$ cat config.mk
export PLATFORM = sky130hd
export DESIGN_NAME = multicycle_control
export DESIGN_NICKNAME = d
export VERILOG_FILES = /design/src/rtl/multicycle_control_pkg.sv /design/src/rtl/mc_output_decode.sv /design/src/rtl/multicycle_control.sv
export SDC_FILE = /design/constraint.sdc
export NUM_CORES = 1
export LEC_CHECK = 0
export BUFFER_PORTS_ARGS = -buffer_cell sky130_fd_sc_hd__buf_2
export CORE_ASPECT_RATIO = 1.1
export CORE_MARGIN = 3
export CORE_UTILIZATION = 55
export CTS_CLUSTER_SIZE = 12
export DETAILED_ROUTE_END_ITERATION = 12
export GPL_TIMING_DRIVEN = 0
export HOLD_SLACK_MARGIN = 0.02
export PLACE_DENSITY = 0.82
export SETUP_SLACK_MARGIN = 0.2
export SLEW_MARGIN = 10
export SYNTH_ARGS = -nofsm -noshare
export SYNTH_HDL_FRONTEND = slang
export SYNTH_SLANG_ARGS = --single-unit
$ cat constraint.sdc
create_clock -name clk -period 4.5 [get_ports clk]
set_clock_uncertainty 0.2 [all_clocks]
set_input_delay 0.9 -clock clk [delete_from_list [all_inputs] [get_ports clk]]
set_output_delay 0.9 -clock clk [all_outputs]
set_load 0.01 [all_outputs]
$ cat src/rtl/multicycle_control_pkg.sv
// Shared encodings for the multicycle controller: state codes, opcodes,
// ALU operation codes and datapath mux selects.
package multicycle_control_pkg;

    typedef enum logic [3:0] {
        S_FETCH  = 4'd0,
        S_DECODE = 4'd1,
        S_MEMADR = 4'd2,
        S_MEMRD  = 4'd3,
        S_MEMWB  = 4'd4,
        S_MEMWR  = 4'd5,
        S_RTEXEC = 4'd6,
        S_RTWB   = 4'd7,
        S_BRANCH = 4'd8,
        S_ADDIEX = 4'd9,
        S_ADDIWB = 4'd10,
        S_JUMP   = 4'd11,
        S_TRAP   = 4'd12
    } state_t;

    localparam logic [5:0] OP_RTYPE = 6'b000000;
    localparam logic [5:0] OP_LW    = 6'b100011;
    localparam logic [5:0] OP_SW    = 6'b101011;
    localparam logic [5:0] OP_BEQ   = 6'b000100;
    localparam logic [5:0] OP_ADDI  = 6'b001000;
    localparam logic [5:0] OP_J     = 6'b000010;

    localparam logic [2:0] ALUOP_RTYPE = 3'b000;
    localparam logic [2:0] ALUOP_ADD   = 3'b001;
    localparam logic [2:0] ALUOP_SUB   = 3'b010;

    localparam logic [1:0] SRCB_B       = 2'b00;
    localparam logic [1:0] SRCB_FOUR    = 2'b01;
    localparam logic [1:0] SRCB_IMM     = 2'b10;
    localparam logic [1:0] SRCB_IMM_SH2 = 2'b11;

    localparam logic [1:0] PCSRC_ALU    = 2'b00;
    localparam logic [1:0] PCSRC_ALUOUT = 2'b01;
    localparam logic [1:0] PCSRC_JUMP   = 2'b10;

    // Dispatch target out of DECODE; anything unrecognised traps.
    function automatic state_t dispatch(input logic [5:0] op);
        case (op)
            OP_RTYPE:     dispatch = S_RTEXEC;
            OP_LW, OP_SW: dispatch = S_MEMADR;
            OP_BEQ:       dispatch = S_BRANCH;
            OP_ADDI:      dispatch = S_ADDIEX;
            OP_J:         dispatch = S_JUMP;
            default:      dispatch = S_TRAP;
        endcase
    endfunction

endpackage

$ cat src/rtl/mc_output_decode.sv
// Combinational control decode: maps the current controller state (plus the
// zero flag and memory handshake where they qualify an output) to datapath controls.
module mc_output_decode
    import multicycle_control_pkg::*;
(
    input  logic [3:0] state,
    input  logic       zero,
    input  logic       mem_ready,
    output logic       mem_req,
    output logic       mem_read,
    output logic       mem_write,
    output logic       i_or_d,
    output logic       ir_write,
    output logic       pc_write,
    output logic       reg_write,
    output logic       reg_dst,
    output logic       mem_to_reg,
    output logic       alu_src_a,
    output logic [1:0] alu_src_b,
    output logic [2:0] aluop,
    output logic [1:0] pc_source,
    output logic       retire
);

    always_comb begin
        mem_req    = 1'b0;
        mem_read   = 1'b0;
        mem_write  = 1'b0;
        i_or_d     = 1'b0;
        ir_write   = 1'b0;
        pc_write   = 1'b0;
        reg_write  = 1'b0;
        reg_dst    = 1'b0;
        mem_to_reg = 1'b0;
        alu_src_a  = 1'b0;
        alu_src_b  = SRCB_B;
        aluop      = ALUOP_RTYPE;
        pc_source  = PCSRC_ALU;
        retire     = 1'b0;
        case (state_t'(state))
            S_FETCH: begin
                mem_req   = 1'b1;
                mem_read  = 1'b1;
                alu_src_b = SRCB_FOUR;
                aluop     = ALUOP_ADD;
                ir_write  = mem_ready;
                pc_write  = mem_ready;
            end
            S_DECODE: begin
                alu_src_b = SRCB_IMM_SH2;
                aluop     = ALUOP_ADD;
            end
            S_MEMADR, S_ADDIEX: begin
                alu_src_a = 1'b1;
                alu_src_b = SRCB_IMM;
                aluop     = ALUOP_ADD;
            end
            S_MEMRD: begin
                mem_req  = 1'b1;
                mem_read = 1'b1;
                i_or_d   = 1'b1;
            end
            S_MEMWB: begin
                reg_write  = 1'b1;
                mem_to_reg = 1'b1;
                retire     = 1'b1;
            end
            S_MEMWR: begin
                mem_req   = 1'b1;
                mem_write = 1'b1;
                i_or_d    = 1'b1;
                retire    = mem_ready;
            end
            S_RTEXEC: alu_src_a = 1'b1;
            S_RTWB: begin
                reg_write = 1'b1;
                reg_dst   = 1'b1;
                retire    = 1'b1;
            end
            S_BRANCH: begin
                alu_src_a = 1'b1;
                aluop     = ALUOP_SUB;
                pc_source = PCSRC_ALUOUT;
                pc_write  = zero;
                retire    = 1'b1;
            end
            S_ADDIWB: begin
                reg_write = 1'b1;
                retire    = 1'b1;
            end
            S_JUMP: begin
                pc_source = PCSRC_JUMP;
                pc_write  = 1'b1;
                retire    = 1'b1;
            end
            default: ;
        endcase
    end

endmodule

$ cat src/rtl/multicycle_control.sv
// Multicycle CPU controller: state register, sticky illegal flag and
// retired-instruction counter; control decode lives in mc_output_decode.
//
// state  | meaning
// FETCH  | read instruction at PC, PC+4 on mem_ready
// DECODE | dispatch on opcode, precompute branch target
// MEMADR | compute load/store address
// MEMRD  | data read, wait for mem_ready
// MEMWB  | load result to register file
// MEMWR  | data write, wait for mem_ready
// RTEXEC | R-type ALU operation
// RTWB   | R-type result to rd
// BRANCH | beq compare, PC <= target when zero
// ADDIEX | addi ALU operation
// ADDIWB | addi result to rt
// JUMP   | PC <= jump target
// TRAP   | unsupported opcode, parked until reset
module multicycle_control
    import multicycle_control_pkg::*;
#(
    parameter int CNT_W = 16
) (
    input  logic             clk,
    input  logic             rst,
    input  logic [5:0]       opcode,
    input  logic             zero,
    input  logic             mem_ready,
    output logic             mem_req,
    output logic             mem_read,
    output logic             mem_write,
    output logic             i_or_d,
    output logic             ir_write,
    output logic             pc_write,
    output logic             reg_write,
    output logic             reg_dst,
    output logic             mem_to_reg,
    output logic             alu_src_a,
    output logic [1:0]       alu_src_b,
    output logic [2:0]       aluop,
    output logic [1:0]       pc_source,
    output logic             retire,
    output logic             illegal,
    output logic [CNT_W-1:0] instr_count
);

    state_t           state, state_nxt;
    logic             illegal_q;
    logic [CNT_W-1:0] cnt_q;

    logic       d_mem_req, d_mem_read, d_mem_write, d_i_or_d, d_ir_write, d_pc_write;
    logic       d_reg_write, d_reg_dst, d_mem_to_reg, d_alu_src_a, d_retire;
    logic [1:0] d_alu_src_b, d_pc_source;
    logic [2:0] d_aluop;

    always_ff @(posedge clk) begin
        if (rst) begin
            state     <= S_FETCH;
            illegal_q <= 1'b0;
            cnt_q     <= '0;
        end else begin
            state <= state_nxt;
            if (state_nxt == S_TRAP) illegal_q <= 1'b1;
            if (d_retire) cnt_q <= cnt_q + CNT_W'(1);
        end
    end

    always_comb begin
        state_nxt = state;
        case (state)
            S_FETCH:  if (mem_ready) state_nxt = S_DECODE;
            S_DECODE: state_nxt = dispatch(opcode);
            S_MEMADR: state_nxt = (opcode == OP_LW) ? S_MEMRD : S_MEMWR;
            S_MEMRD:  if (mem_ready) state_nxt = S_MEMWB;
            S_MEMWR:  if (mem_ready) state_nxt = S_FETCH;
            S_RTEXEC: state_nxt = S_RTWB;
            S_ADDIEX: state_nxt = S_ADDIWB;
            S_MEMWB, S_RTWB, S_BRANCH, S_ADDIWB, S_JUMP: state_nxt = S_FETCH;
            S_TRAP:   state_nxt = S_TRAP;
            default:  state_nxt = S_FETCH;
        endcase
    end

    mc_output_decode u_decode (
        .state      (state),
        .zero       (zero),
        .mem_ready  (mem_ready),
        .mem_req    (d_mem_req),
        .mem_read   (d_mem_read),
        .mem_write  (d_mem_write),
        .i_or_d     (d_i_or_d),
        .ir_write   (d_ir_write),
        .pc_write   (d_pc_write),
        .reg_write  (d_reg_write),
        .reg_dst    (d_reg_dst),
        .mem_to_reg (d_mem_to_reg),
        .alu_src_a  (d_alu_src_a),
        .alu_src_b  (d_alu_src_b),
        .aluop      (d_aluop),
        .pc_source  (d_pc_source),
        .retire     (d_retire)
    );

    // Reset forces every output low in the same cycle, ahead of the clock edge.
    assign mem_req     = d_mem_req    & ~rst;
    assign mem_read    = d_mem_read   & ~rst;
    assign mem_write   = d_mem_write  & ~rst;
    assign i_or_d      = d_i_or_d     & ~rst;
    assign ir_write    = d_ir_write   & ~rst;
    assign pc_write    = d_pc_write   & ~rst;
    assign reg_write   = d_reg_write  & ~rst;
    assign reg_dst     = d_reg_dst    & ~rst;
    assign mem_to_reg  = d_mem_to_reg & ~rst;
    assign alu_src_a   = d_alu_src_a  & ~rst;
    assign retire      = d_retire     & ~rst;
    assign illegal     = illegal_q    & ~rst;
    assign alu_src_b   = rst ? 2'b00 : d_alu_src_b;
    assign aluop       = rst ? 3'b000 : d_aluop;
    assign pc_source   = rst ? 2'b00 : d_pc_source;
    assign instr_count = rst ? '0 : cnt_q;

endmodule

==> After elaboration in Yosys (flattened, before gate mapping) <==
Cells that the tools add are included.
{ "totals": {"regBits": 21, "elab_cells": 70, "inputBits": 10} }
{ "classes": {"addsub": 1, "muxes": 24, "eq_ne": 18, "bitwise_logic": 13, "n_reduce_logical": 11} }
{ "ops": {"columns": ["cell", "n"], "rows": [
  ["$pmux W4 S8", 1],
  ["$eq A4 B4 Y1 const B", 6],
  ["$pmux W4 S5", 1],
  ["$add A16 B1 Y16 const B", 1],
  ["$eq A4 B3 Y1 const B", 4],
  ["$mux W16", 1],
  ["$and A1 B1 Y1", 12],
  ["$eq A6 B6 Y1 const B", 2],
  ["$mux W4", 3],
  ["$mux W1", 9],
  ["$eq A4 B2 Y1 const B", 2],
  ["$pmux W2 S2", 2],
  ["$reduce_or A2 Y1", 4],
  ["$reduce_or A4 Y1", 2],
  ["$eq A6 B2 Y1 const B", 1],
  ["$eq A6 B3 Y1 const B", 1],
  ["$eq A6 B4 Y1 const B", 1],
  ["$logic_not A6 Y1", 1],
  ["$mux W3", 2],
  ["$pmux W2 S3", 1],
  ["$reduce_or A3 Y1", 2],
  ["$reduce_or A5 Y1", 1],
  ["$eq A4 B1 Y1 const B", 1],
  ["$logic_not A4 Y1", 1],
  ["other kinds (4)", 5]
]} }

==> Depth between registers and ports, before layout <==
Gate-level depths: netlist of the first run.
{ "depth": {"word_depth": 5, "depth_mapped": 8, "ltp_nobuf": 6} }

==> Modules after synthesis <==
A second synthesis of the first run with hierarchy kept.
{ "hier_totals": {"cells_unflattened": 218, "area_unflattened_um2": 1637.8} }
{ "by_module_without_submodules": {"columns": ["module", "seq_area_each_um2", "cells_per_inst", "area_per_inst_um2", "instances"], "rows": [
  ["multicycle_control", 420.4, 179, 1400.1, 1],
  ["mc_output_decode", 0.0, 39, 237.7, 1]
]} }

==> Worst setup path before layout of the first run <==
No wires, ideal clock.
{ "synth_path": {"path_type": "input -> output", "start": "input rst", "end": "output pc_source[0]", "arrival_time_ps": 1989, "required_ps": 3400, "path_stages": 4, "setup_slack_ps": 1411, "cell_sequence": "clkbuf_1 clkbuf_1 nor4_1 buf_4"} }
{ "synth_between": {"elab_chain_cells": 1} }
{ "synth_lines": {"columns": ["element", "line_no", "text"], "rows": [
  ["start: declaration", "multicycle_control.sv:24", "input logic rst,"],
  ["$mux W2", "multicycle_control.sv:118", "assign pc_source = rst ? 2'b00 : d_pc_source;"],
  ["end: declaration", "multicycle_control.sv:40", "output logic [1:0] pc_source,"]
]} }
No other way between the ends.

==> Worst setup path after layout of the first run <==
Ends and elaborated chain as after synthesis.

==> flow_summary.toml, run 1 <==
[status]
status = "completed"

[layout]
regArea_um2 = 420
area_delta_synth_final_pct = 18.5
fillCellCount = 225
final_cell_mix = "46 x buf_2, 24 x nor2_1, 21 x dfxtp_1, 16 x nor2b_1, 12 x a21oi_1"
antenna_cells = 0
fin_nets = 262
fin_area_um2 = 1800
drive_above_1_share_pct = 24.8
final_common_cell = "buf_2"
multi_input_area_um2 = 998

[power_and_ir_drop]
p_switching_uw = 142
sw_frac_of_total_pct = 34.1
p_per_area_nw_per_um2 = 232
ir_worst_vdd_v = 0.000220
seq_power_share_pct = 47.4
power.internal_uw = 276
total_power_uw = 418
power_frac_clock_pct = 21.9
leakage_uw = 0.000789
pwr-share-comb_pct = 30.6

[placed_design]
dp_worst_setup_slack_ns = 1.14
placed_cell_area_um2 = 1770
place_hpwl_um = 2920
io_buffer_count = 43
place.gp.congestion = 0.852

[detailed_routing]
wl_per_cell_um = 13.9
post-route-drc-count = 0
totalWireLength_um = 3910
drt_iter0_drc = 70
vias = 1664
viasPerCell = 5.92
ant_nets = 0
drtPass1Iterations = 4

[critical_path]
path_depth = 6
critPathSlowestCell = "clkbuf_1"
crit_buf_inv = 5
arrival_ns = 2.28
setup.worst_path.start = "rst"
critPathKind = "input pin to primary output"
cp-end-kind = "primary output"
rr_startpoint = "state[1]"
cp_cell_sequence = "buf_2 > clkbuf_1 > clkbuf_1 > nor4_1 > buf_4 > buf_2"
slowest_delay_ns = 0.44
cp.required_ns = 3.40
crit_family = "buffers and inverters"
r2r_cells = 8
worstPathMaxFanout = 10
crit_path_start_kind = "input pin"

[grt]
grt_start_max_net_pins = 13
grt_use_total_pct = 23.5
grt_overflow_total = 0
grt_pass1_wl_um = 6540
first_global_vias = 1503
antenna_found_initial = 0

[yosys]
synth_top_family_by_area = "simple AND/OR/NAND/NOR gates"
synth-seq-area-share_pct = 27.7
synth_compound_area_share_pct = 15.9
synth_edf_count = 0
synthMuxAreaShare_pct = 2.14
syn_area_um2 = 1520
syn_inst = 203
synth.net_count = 214
yosys_warnings = 0
ys_ff_latch = 21
synth_adder_area_share_pct = 0.823
syn_avg_cell_area_um2 = 7.49
synthArstFlopShare_pct = 0
synth_xor_area_share_pct = 5.19
ys_types = 47
synth-simple-area-share_pct = 41.4
synth_flop_cell = "dfxtp_1"

[die]
io_pins = 45
fp.dieArea_um2 = 3430
dieHeight_um = 61.1
core_um2 = 2570
initial_core_util_pct = 59.2
std_cell_rows = 19
die_x_um = 56.1

[timing]
rsz0062_at_grt = "no"
finalCritPeriodShare_pct = 75.1
setup-tns-final_ns = 0
period_minus_slack_ns = 3.38
hold_viol_final = 0
relSlewSlack_pct = 65.9
worst_slew_pin_slew_ns = 0.511
setup_viol = 0
setup_slack_ns = 1.12
slew_violations = 0
max_clock_freq_ghz = 0.296

[clock_tree]
htree_levels = 1
cts_buffers = 3
cts_tree = "built"
cts.sinks = 21
clkTransAtPathRegs_ns = 0.11
cts_buffer_depth = 2
post_cts_resized = 0
cts-hold-fix-buffers = 0
clock_latency_ns = 0.31
root_buffer = "clkbuf_4"
post_cts_buffers = 0

[hold_path]
hp-start = "cnt_q[15]"
hold-path-cell-count = 2
holdCritPathClass = "flop to flop"

[flow_run]
maxCapViolCount = 0
cell families (layout without fill, tap and decap cells):
kind of cell               count (synthesis)  count (layout)
adders and majority gates                  1               1
xor gates and xnor gates                   9               9
other                                      1               1
muxes                                      3               3
and+or+nand+nor                          113             113
buffers and inverters                     21              68
DFF                                       21              21
AOI/OAI and AO/OA                         34              34
cells in the mapped netlist, types with 2 or more instances:
cell type / number / area (µm²)
o31ai_1: 5 / 37.5
a21oi_1: 12 / 60.1
nor3_1: 11 / 55.1
nand2b_1: 6 / 37.5
nor2b_1: 16 / 100
xnor2_1: 4 / 35.0
nor4b_1: 2 / 17.5
nor4_1: 7 / 43.8
inv_1: 5 / 18.8
xor2_1: 5 / 43.8
nor2_1: 24 / 90.1
clkbuf_1: 8 / 30.0
or4_1: 7 / 52.6
buf_4: 3 / 22.5
nand2_1: 11 / 41.3
buf_2: 3 / 15.0
o21ai_0: 5 / 25.0
nand4_1: 10 / 62.6
a41o_1: 2 / 20.0
nand3_1: 6 / 30.0
dfxtp_1: 21 / 420
and3_1: 4 / 25.0
mux2_2: 2 / 22.5
registers in the layout, indices dropped and copies added, names as in the netlist:
register / count
illegal_q: 1
state: 4
cnt_q: 16
area by class of cell:
class	count	share of cell area, %
clock inverter	1	0.278
inverter	5	1.04
timing repair buffer	43	11.9
clock buffer	3	1.25
sequential	21	23.3
buffer	16	4.58
multi-input combinational	161	55.4
tap	31	2.15
through the flow:
step                      util, %  hold slack [ns]  instances
after global routing         70.2            0.343        281
final                        70.2            0.290        281
after floorplan                 -            0.249        203
after CTS                    70.2            0.296        281
after detailed placement     69.1            0.279        277
after global placement       69.1            0.268        277
final timing paths:
check,to,slack [ns]
max,pc_source[0],1.12
min,cnt_q[15],0.29
max reg2reg,cnt_q[9],2.41
min reg2reg,cnt_q[15],0.29
routing by layer:
metal	wire, µm	track usage (%)	vias up
met5	0	0	-
met4	75	10.2	0
met3	292	3.14	10
met2	1810	40.2	73
met1	1730	30.3	750
li1	-	-	831
tightest hold or removal path: cells and delay by family (launching register included):
| kind | cells | cell delay [ns] |
|---|---|---|
| flops | 1 | 0.34 |
| compound gates | 2 | 0.11 |
power by group through the flow:
| stage | logic [µW] | registers, µW | clock network (µW) |
|---|---|---|---|
| after CTS | 127 | 198 | 93.6 |
| after detailed placement | 127 | 203 | 0 |
| after global routing | 141 | 199 | 102 |
| after global placement | 125 | 202 | 0 |
| final | 128 | 198 | 91.7 |
| after floorplan | 88.4 | 201 | 0 |
Power figures use the tool's default switching activity.
==> run 2: changes to the inputs <==
--- a/config.mk
+++ b/config.mk
@@ -5,15 +5,16 @@
 export SDC_FILE = /design/constraint.sdc
 export NUM_CORES = 1
 export LEC_CHECK = 0
+export ABC_AREA = 1
 export BUFFER_PORTS_ARGS = -buffer_cell sky130_fd_sc_hd__buf_2
 export CORE_ASPECT_RATIO = 1.1
 export CORE_MARGIN = 3
-export CORE_UTILIZATION = 55
+export CORE_UTILIZATION = 47
 export CTS_CLUSTER_SIZE = 12
 export DETAILED_ROUTE_END_ITERATION = 12
 export GPL_TIMING_DRIVEN = 0
 export HOLD_SLACK_MARGIN = 0.02
-export PLACE_DENSITY = 0.82
+export PLACE_DENSITY = 0.74
 export SETUP_SLACK_MARGIN = 0.2
 export SLEW_MARGIN = 10
 export SYNTH_ARGS = -nofsm -noshare
==> constraint.sdc (replaced) <==
create_clock -name clk -period 2.8 [get_ports clk]
set_clock_uncertainty 0.2 [all_clocks]
set_input_delay 0.56 -clock clk [delete_from_list [all_inputs] [get_ports clk]]
set_output_delay 0.56 -clock clk [all_outputs]
set_load 0.01 [all_outputs]
==> run 2 against run 1 <==
  * Global-route usage fell by 3.9 points
  * Utilization is 11 points lower
  * Sequential power rose by 60%
  * Routed wire length shrank 0.51%
  * Via count increased by 7.2%
  * Sequential share of layout area down 0.54 points
  * Sequential cell count stayed put
  * Non-clock buffer count shrank 9
  * Synthesized cell count is 33% higher
  * Clock-buffer cell count did not move
  * Worst hold slack got worse by 0.017 ns
  * Setup slack lost 0.78 ns
  * Highest routed layer unchanged
==> flow_summary.toml, run 2 <==
[status]
status = "completed"

[placed_design]
post-place-cells = 346
place_hpwl_um = 3050
io_buffer_count = 42
dp_worst_setup_slack_ns = 0.259
placed_cell_area_um2 = 1810
place.gp.congestion = 0.917

[clock_tree]
root_buffer = "clkbuf_4"
clkTransAtPathRegs_ns = 0.12
cts.sinks = 21
cts-hold-fix-buffers = 0
cts_buffers = 3
cts_buffer_depth = 2
post_cts_buffers = 0
cts_tree = "built"
clock_latency_ns = 0.30
htree_levels = 1

[detailed_routing]
totalWireLength_um = 3890
vias = 1784
drt_iter0_drc = 85
drtPass1Iterations = 4
wl_per_cell_um = 11.1
post-route-drc-count = 0
viasPerCell = 5.10
ant_nets = 0

[die]
initial_core_util_pct = 50.2
core_um2 = 3100
dieHeight_um = 66.4
fp.dieArea_um2 = 4040
std_cell_rows = 21
die_x_um = 60.9
io_pins = 45

[yosys]
synth_flop_cell = "dfxtp_1"
synth-seq-area-share_pct = 27.0
synth_edf_count = 0
synth.net_count = 281
synth_adder_area_share_pct = 0.803
yosys-top-cells-count = "56 x nand2_1, 54 x nor2_1, 41 x inv_1, 21 x dfxtp_1, 19 x a21oi_1"
yosysTopAreaCell = "dfxtp_1"
syn_avg_cell_area_um2 = 5.77
synthArstFlopShare_pct = 0
synth_most_common_cell = "nand2_1"
ys_ff_latch = 21
synthTopCellsByArea = "dfxtp_1 27%, nand2_1 13%, nor2_1 13%, inv_1 9.9%, a21oi_1 6.1%"
synth_compound_area_share_pct = 12.6
synthMuxAreaShare_pct = 0
yosys_warnings = 0
synth_top_family_by_area = "simple AND/OR/NAND/NOR gates"
ys_types = 28
synth_top_area_share_pct = 27.0
synth_xor_area_share_pct = 3.37
syn_area_um2 = 1560
synth-simple-area-share_pct = 42.7
syn_inst = 270

[timing]
hold_viol_final = 0
worst_slew_pin_slew_ns = 0.531
setup_viol = 0
setup_slack_ns = 0.340
slew_violations = 0
rsz0062_at_grt = "no"
period_minus_slack_ns = 2.46
finalCritPeriodShare_pct = 87.9
setup-tns-final_ns = 0
relSlewSlack_pct = 64.6
max_clock_freq_ghz = 0.406

[grt]
top_usage_layer = "met2"
grt_start_max_net_pins = 13
antenna_found_initial = 0
grt_overflow_total = 0
grt_pass1_wl_um = 6230
grt_use_total_pct = 19.7
met2_usage_pct = 35.6
grt.met1_usage_pct = 23.9
first_global_vias = 1527
grt_util_met3_pct = 2.93

[layout]
area_delta_synth_final_pct = 18.4
fillCellCount = 365
final_common_cell = "nand2_1"
largest_registers = "cnt_q: 16 flops, state: 4 flops, illegal_q: 1 flops"
largest_register = "cnt_q"
fin_nets = 328
largest_reg_flops = 16
finalNonFillerCells = 350
fin_area_um2 = 1840
final_cell_mix = "56 x nand2_1, 54 x nor2_1, 42 x buf_2, 41 x inv_1, 21 x dfxtp_1"
drive_above_1_share_pct = 19.3
antenna_cells = 0

[critical_path]
worstPathMaxFanout = 9
cp-end-kind = "primary output"
critPathKind = "flop to primary output"
arrival_ns = 1.70
cp.required_ns = 2.04
crit_path_start_kind = "flop"

[hold_path]
holdCritPathClass = "flop to flop"

[power_and_ir_drop]
total_power_uw = 622
leakage_uw = 0.000915
ir_worst_vdd_v = 0.000199
p_per_area_nw_per_um2 = 337

[flow_run]
maxCapViolCount = 0
[run 2: area by class of cell]
type	count	area [µm²]	share of cell area [%]
Timing Repair Buffer	42	210	11.4
Clock inverter	1	5.00	0.271
Tap cell	34	42.5	2.31
Sequential cell	21	420	22.8
Clock buffer	3	22.5	1.22
Inverter	43	161	8.75
Buffer	8	46.3	2.51
Multi-Input combinational cell	198	936	50.7
[run 2: repair_timing]
| action | 4_1_cts | 5_1_grt |
|---|---|---|
| setup endpoints to repair | 0 | 2 |
| resized for setup | 0 | 3 |
| hold endpoints to repair | 0 | 0 |
[run 2: cell families after synthesis]
| kind of cell | after synthesis |
|---|---|
| compound gates | 37 |
| xor+xnor | 6 |
| fa+ha+maj | 1 |
| buf+inv | 51 |
| flops | 21 |
| other cells | 1 |
| simple gates | 153 |
[run 2: per-layer routing]
metal / part of all wire [%] / up-vias / wire, µm
li1: - / 933 / -
met1: 44 / 795 / 1710
met2: 51 / 54 / 1980
met3: 4.7 / 2 / 181
met4: 0.36 / 0 / 14
met5: 0 / - / 0
[run 2: critical path, stage by stage (launching register included)]
cell	delay (ns)
dfxtp_1	0.44
inv_1	0.06
nor2_1	0.21
o21ai_0	0.16
nand3_2	0.16
inv_2	0.12
nor2_4	0.11
buf_2	0.14
[run 2: path summary, 6_finish.rpt]
path	startpoint	to	depth (start not counted)	slack [ns]
min reg2reg	illegal_q	illegal_q	2	0.27
max reg2reg	cnt_q[0]	cnt_q[14]	7	1.02
max	state[3]	retire	7	0.34
min	illegal_q	illegal_q	2	0.27
[run 2: where the power goes]
part           total (µW)  switching (µW)  internal, µW
Clock                 153            99.4          53.2
Sequential            317            9.21           307
Combinational         153             102          51.4
Total                 622             210           412
[run 2: stage by stage]
stage               hold WS [ns]  utilization [%]
floorplan                  0.221                -
global placement           0.239             58.4
detailed placement         0.250             58.4
CTS                        0.275             59.3
global route               0.310             59.5
finish                     0.273             59.5
